--- src/rtl/conv_pkg.sv ---
// Shared constants and types for the 112-sample / 49-tap streaming convolution.
package conv_pkg;

    localparam int unsigned N   = 112;
    localparam int unsigned M   = 49;
    localparam int unsigned XW  = 10;
    localparam int unsigned YW  = 26;
    localparam int unsigned NY  = N - M + 1;
    localparam int unsigned PW  = 2 * XW;
    localparam int unsigned XAW = $clog2(N);
    localparam int unsigned FAW = $clog2(M);
    localparam int unsigned CW  = $clog2(NY);

    typedef logic signed [XW-1:0] sample_t;
    typedef logic signed [YW-1:0] acc_t;
    typedef logic signed [PW-1:0] prod_t;

    typedef logic [1:0] state_t;
    localparam state_t ST_LOAD    = 2'd0;
    localparam state_t ST_COMPUTE = 2'd1;
    localparam state_t ST_OUTPUT  = 2'd2;

endpackage

--- src/rtl/conv_mem.sv ---
// Single-port sample store: synchronous write, combinational read on the same address.
module conv_mem #(
    parameter int unsigned DEPTH = 112,
    parameter int unsigned WIDTH = 10
) (
    input  logic                     clk,
    input  logic                     we,
    input  logic [$clog2(DEPTH)-1:0] addr,
    input  logic [WIDTH-1:0]         wdata,
    output logic [WIDTH-1:0]         rdata
);

    logic [WIDTH-1:0] mem_q [DEPTH];

    // Write only on an accepted transfer; contents are not reset.
    always_ff @(posedge clk) begin
        if (we) begin
            mem_q[addr] <= wdata;
        end
    end

    assign rdata = mem_q[addr];

endmodule

--- src/rtl/conv_112_49.sv ---
// Streaming valid convolution: loads 112 x and 49 f, then emits 64 results one at a time.
module conv_112_49
    import conv_pkg::*;
(
    input  logic          clk,
    input  logic          reset,
    input  logic [9:0]    x_data,
    input  logic          x_valid,
    output logic          x_ready,
    input  logic [9:0]    f_data,
    input  logic          f_valid,
    output logic          f_ready,
    output logic [25:0]   y_data,
    output logic          y_valid,
    input  logic          y_ready
);

    state_t         state_q, state_d;
    logic [XAW-1:0] x_cnt_q, x_cnt_d;
    logic [FAW-1:0] f_cnt_q, f_cnt_d;
    logic [CW-1:0]  m_q, m_d;
    logic [FAW-1:0] n_q, n_d;
    acc_t           acc_q, acc_d;
    acc_t           y_data_q, y_data_d;
    logic           y_valid_q, y_valid_d;
    logic           x_ready_q, x_ready_d;
    logic           f_ready_q, f_ready_d;

    logic           x_fire, f_fire;
    logic [XAW-1:0] x_addr;
    logic [FAW-1:0] f_addr;
    sample_t        x_rd, f_rd;
    prod_t          prod;

    assign x_fire = x_valid & x_ready_q;
    assign f_fire = f_valid & f_ready_q;

    // Memories share their port between loading (count address) and compute (tap address).
    assign x_addr = (state_q == ST_COMPUTE) ? (XAW'(m_q) + XAW'(n_q)) : x_cnt_q;
    assign f_addr = (state_q == ST_COMPUTE) ? n_q : f_cnt_q;

    conv_mem #(.DEPTH(N), .WIDTH(XW)) u_x_mem (
        .clk   (clk),
        .we    (x_fire),
        .addr  (x_addr),
        .wdata (x_data),
        .rdata (x_rd)
    );

    conv_mem #(.DEPTH(M), .WIDTH(XW)) u_f_mem (
        .clk   (clk),
        .we    (f_fire),
        .addr  (f_addr),
        .wdata (f_data),
        .rdata (f_rd)
    );

    assign prod = prod_t'(x_rd) * prod_t'(f_rd);

    // Next-state, counters, MAC and output register.
    always_comb begin
        state_d   = state_q;
        x_cnt_d   = x_cnt_q;
        f_cnt_d   = f_cnt_q;
        m_d       = m_q;
        n_d       = n_q;
        acc_d     = acc_q;
        y_data_d  = y_data_q;
        y_valid_d = y_valid_q;
        x_ready_d = 1'b0;
        f_ready_d = 1'b0;

        case (state_q)
            ST_LOAD: begin
                if (x_fire) begin
                    x_cnt_d = x_cnt_q + XAW'(1);
                end
                if (f_fire) begin
                    f_cnt_d = f_cnt_q + FAW'(1);
                end
                if ((x_cnt_d == XAW'(N)) && (f_cnt_d == FAW'(M))) begin
                    state_d = ST_COMPUTE;
                    m_d     = '0;
                    n_d     = '0;
                end
            end
            ST_COMPUTE: begin
                acc_d = ((n_q == '0) ? acc_t'(0) : acc_q) + acc_t'(prod);
                if (n_q == FAW'(M - 1)) begin
                    y_data_d  = acc_d;
                    y_valid_d = 1'b1;
                    n_d       = '0;
                    state_d   = ST_OUTPUT;
                end else begin
                    n_d = n_q + FAW'(1);
                end
            end
            ST_OUTPUT: begin
                if (y_ready) begin
                    y_valid_d = 1'b0;
                    if (m_q == CW'(NY - 1)) begin
                        m_d     = '0;
                        x_cnt_d = '0;
                        f_cnt_d = '0;
                        state_d = ST_LOAD;
                    end else begin
                        m_d     = m_q + CW'(1);
                        state_d = ST_COMPUTE;
                    end
                end
            end
            default: begin
                state_d = ST_LOAD;
            end
        endcase

        // Ready is registered and looks ahead at next state/count, so it never follows valid.
        x_ready_d = (state_d == ST_LOAD) && (x_cnt_d < XAW'(N));
        f_ready_d = (state_d == ST_LOAD) && (f_cnt_d < FAW'(M));
    end

    // State and datapath registers with synchronous reset.
    always_ff @(posedge clk) begin
        if (reset) begin
            state_q   <= ST_LOAD;
            x_cnt_q   <= '0;
            f_cnt_q   <= '0;
            m_q       <= '0;
            n_q       <= '0;
            acc_q     <= '0;
            y_data_q  <= '0;
            y_valid_q <= 1'b0;
            x_ready_q <= 1'b0;
            f_ready_q <= 1'b0;
        end else begin
            state_q   <= state_d;
            x_cnt_q   <= x_cnt_d;
            f_cnt_q   <= f_cnt_d;
            m_q       <= m_d;
            n_q       <= n_d;
            acc_q     <= acc_d;
            y_data_q  <= y_data_d;
            y_valid_q <= y_valid_d;
            x_ready_q <= x_ready_d;
            f_ready_q <= f_ready_d;
        end
    end

    assign x_ready = x_ready_q;
    assign f_ready = f_ready_q;
    assign y_data  = y_data_q;
    assign y_valid = y_valid_q;

endmodule

--- config.mk ---
export PLATFORM = sky130hd
export DESIGN_NAME = conv_112_49
export DESIGN_NICKNAME = d
export VERILOG_FILES = /design/src/rtl/conv_pkg.sv /design/src/rtl/conv_mem.sv /design/src/rtl/conv_112_49.sv
export SDC_FILE = /design/constraint.sdc
export NUM_CORES = 2
export LEC_CHECK = 0
export ABC_AREA = 1
export CAP_MARGIN = 10
export CORE_MARGIN = 3
export CORE_UTILIZATION = 28
export DETAILED_ROUTE_END_ITERATION = 10
export GPL_ROUTABILITY_DRIVEN = 0
export PLACE_DENSITY = 0.45
export SETUP_SLACK_MARGIN = 0.4
export SLEW_MARGIN = 20
export SYNTH_ARGS = -nofsm -noshare
export SYNTH_HDL_FRONTEND = slang
export SYNTH_HIERARCHICAL = 1
export SYNTH_SLANG_ARGS = --single-unit
export TNS_END_PERCENT = 5
--- constraint.sdc ---
create_clock -name clk -period 7.8 [get_ports clk]
set_clock_uncertainty 0.2 [all_clocks]
set_input_delay 1.56 -clock clk [delete_from_list [all_inputs] [get_ports clk]]
set_output_delay 1.56 -clock clk [all_outputs]
set_load 0.03 [all_outputs]
==> results.md <==
- CTS tree: built
- PwrDens: about 320 nW/um^2
- Sequential area share after synthesis: 0.637
- Slew Limit Fails: 0
- Setup CP Type: reg2reg
- Number of filler cells placed in the layout: approximately 28,000
- Status: finished, final reports clean
- Die Y: 535 um
- DR vias: between 50,000 and 60,000
- I/O pin count: 54
- Core area: around 280,000 sq um
- Post-Syn Area per Cell: about 9.7 sq um
- Port-buffer cells: 53
- # placed instances: 12,126
- Gate Count Post-Synth: a little over 8,000
- Final critical-path required period: 7.50 ns
- Leak pwr: roughly 40 nW
- Worst-margin pin slew: 1.16 ns
- Multi-input gate area: between 20,000 and 30,000 sq um
- Post-synth top flop: edfxtp_1
- WP data arrival: approximately 8.0 ns
- Max Clk Rate: approximately 130 MHz
- Routed len/inst: about 19 um
- Storage cell area: between 40,000 and 50,000 sq um
- H-tree depth: 4
- Startpoint types: flop
- Clock Path Buffers: 4
- Endpoints failing setup: 0
- Syn nets: ~8,400
- Final Power: between 0.02 and 0.03 W
- TNS Setup: 0 ns
- Slowest stage cell, crit path: fa_1
- Die footprint: between 200,000 and 300,000 sq um
- Cts bufs inserted: a little under 200
- Required time of the critical path: 8.33 ns
- Gr ovfl total: 0
- Starting Density: 0.283
- Final period util: 0.962
- RSZ-0062 raised after global routing: yes
- Mapped cell area: slightly below 80,000 sq um
- Biggest cell delay along the critical path: 0.58 ns
- Crit-path max FO: 8
- Layout Cells excl Fill: about 13,000
- Net count, final: ~8,900
- Later-pin clock latency in the skew report: between 0.8 and 0.9 ns
- Synth area leaders: edfxtp_1 (62%), nand2_1 (21%), fa_1 (3.3%)
- Vias per cell: 4.47
- Largest net degree at the start of global routing: 71
- Post-synth top area cell: edfxtp_1
- Crit end category: flop
- Post-synth EDFFs: between 1,500 and 2,000
- Async set or reset register ratio after synthesis: 0
- Die X: 535 um
- Seq cells post-synth: approximately 1,700
- Cell variety after synth: 46
- CTS clk-pin slew, worst paths: about 0.060 ns
- Row count: around 190
- Fin util: 0.343
- Layout cells sized above 1: 0.141
- Detail Route Antenna Nets: 0
- # Max-Cap Violations: 0
- GRT Util Overall: 0.166
- Maximum VDD drop: around 540 uV
- Top cell type's share of synthesized area: 0.617
- Min-delay worst type: reg2reg
- WL final: approximately 240,000 um
- Dpl hpwl: ~160,000 um
- Drt drc: 0
- Vias in the first global route: 55,720
- Rel. slew slack: 0.224
- CP most frequent cell: nand2_1
- First-pass GRT wire length: roughly 360,000 um
- CTS sink cnt: roughly 1,700
- Ys Warns: 6
- DRT Pass-1 Iters: 5
- Root Buffer: clkbuf_16
- Final Hold Fails: 0
- Iteration-0 DRC Markers: between 4,000 and 5,000
- Area Overhead vs Synth: 21.3%
- Initial antenna violation count: 9
[cell families (layout without fill, tap and decap cells)]
kind of cell | count (synthesis) | after routing | share of synthesized area
AO/OA/AOI/OAI | 211 | 211 | 0.0143
XOR/XNOR | 16 | 16 | 0.00179
adder cells (fa/ha/maj) | 209 | 209 | 0.0459
buffers and inverters | 842 | 1533 | 0.0478
flip-flops | 1692 | 1692 | 0.637
other | 0 | 3 | 0
AND/OR/NAND/NOR | 5154 | 5154 | 0.253
[metal layers]
metal | track usage | up-vias | routed length [um]
li1 | - | 27067 | -
met1 | 0.234 | 27239 | 113000
met2 | 0.271 | 1354 | 112000
met3 | 0.0204 | 317 | 11700
met4 | 0.0417 | 0 | 6070
met5 | 0 | - | 0
[where the power goes]
part	internal [W]	leakage (nW)	switching, W
clock network	0.00504	2.96	0.00377
registers	0.00995	15.1	0.00000533
logic	0.00487	21.8	0.00635
[worst max-delay path: cells and delay by family, from the launching register on]
kind | cells | cell delay [ns]
adders and majority gates | 8 | 3.67
and+or+nand+nor | 19 | 1.81
buffers and inverters | 12 | 1.25
DFF | 1 | 0.35
AOI/OAI and AO/OA | 1 | 0.07
[what timing repair did]
item	CTS	global route
endpoints found under the setup margin	40	40
pin swaps	88	46
resized for setup	248	76
setup buffers	30	4
cloned	6	0
hold buffers	0	0
[flip-flops by register name, summed over array words and instances, names as in the netlist]
register       flops
y_valid            1
acc_q             26
x_cnt_q            7
y_data            26
x_ready            1
m_q                6
f_cnt_q            6
u_f_mem/mem_q    490
n_q                6
f_ready            1
state_q            2
u_x_mem/mem_q   1120
[path summary, 6_finish.rpt]
| kind | slack [ns] | cells past startpoint | to | from |
|---|---|---|---|---|
| max | 0.30 | 40 | acc_q[21] | m_q[0] |
| max reg2reg | 0.30 | 40 | acc_q[21] | m_q[0] |
| min reg2reg | 0.26 | 2 | y_data[5] | y_data[5] |
| min | 0.26 | 2 | y_data[5] | y_data[5] |
[final cells by class]
| type | count | area share |
|---|---|---|
| flip-flops and latches | 1692 | 0.526 |
| inverters | 471 | 0.0191 |
| diodes | 3 | 0.0000789 |
| well taps | 3705 | 0.0487 |
| clock buffers | 242 | 0.0540 |
| repair buffers | 708 | 0.0707 |
| multi-input cells | 5590 | 0.272 |
| clock inverters | 112 | 0.00974 |
[synthesized netlist by cell type (6+ instances only)]
cell	instances
or2_2	6
buf_2	217
a21oi_1	108
nor3_1	17
nand2_2	6
inv_1	453
nand4_1	26
or2_1	6
o21ai_0	61
ha_1	78
nand3_1	128
buf_4	37
inv_2	11
buf_6	23
edfxtp_1	1610
a21o_1	6
clkbuf_1	80
buf_1	13
nor2_1	447
xor2_1	9
nor2_2	11
o21ai_1	13
fa_1	131
nand2_1	4485
dfxtp_1	82
xnor2_1	7
[cells in the final DEF, fill, tap and decap left out, types with 12 or more instances in the layout]
cell type,netlist,layout
inv_1,453,439
nand2_2,6,63
clkdlybuf4s50_1,0,32
clkinv_1,5,42
clkbuf_1,80,42
nand3_2,2,12
nand2_4,3,12
nand3_1,128,118
nor2_1,447,374
nand4_1,26,26
fa_2,0,12
buf_6,23,26
a21oi_2,1,12
buf_4,37,544
nand2_1,4485,4418
ha_4,0,22
o21ai_0,61,38
nor2_2,11,64
buf_12,0,84
nor2_4,5,25
o21ai_1,13,23
clkinvlp_4,0,12
fa_1,131,119
clkinv_2,0,42
clkbuf_16,0,198
dfxtp_1,82,78
ha_1,78,56
edfxtp_1,1610,1610
a21oi_1,108,93
inv_2,11,20
[stage by stage]
step / setup WS (ns) / cell area (sq um) / hold WS (ns)
2_1_floorplan: 0.535 / 78400 / 0.241
3_3_place_gp: -0.456 / 87300 / 0.249
3_5_place_dp: -0.453 / 87300 / 0.255
4_1_cts: 0.230 / 94700 / 0.263
5_1_grt: -0.0377 / 95100 / 0.284
6_report: 0.299 / 95100 / 0.261
Note: power is estimated with default switching activity, not from simulation.
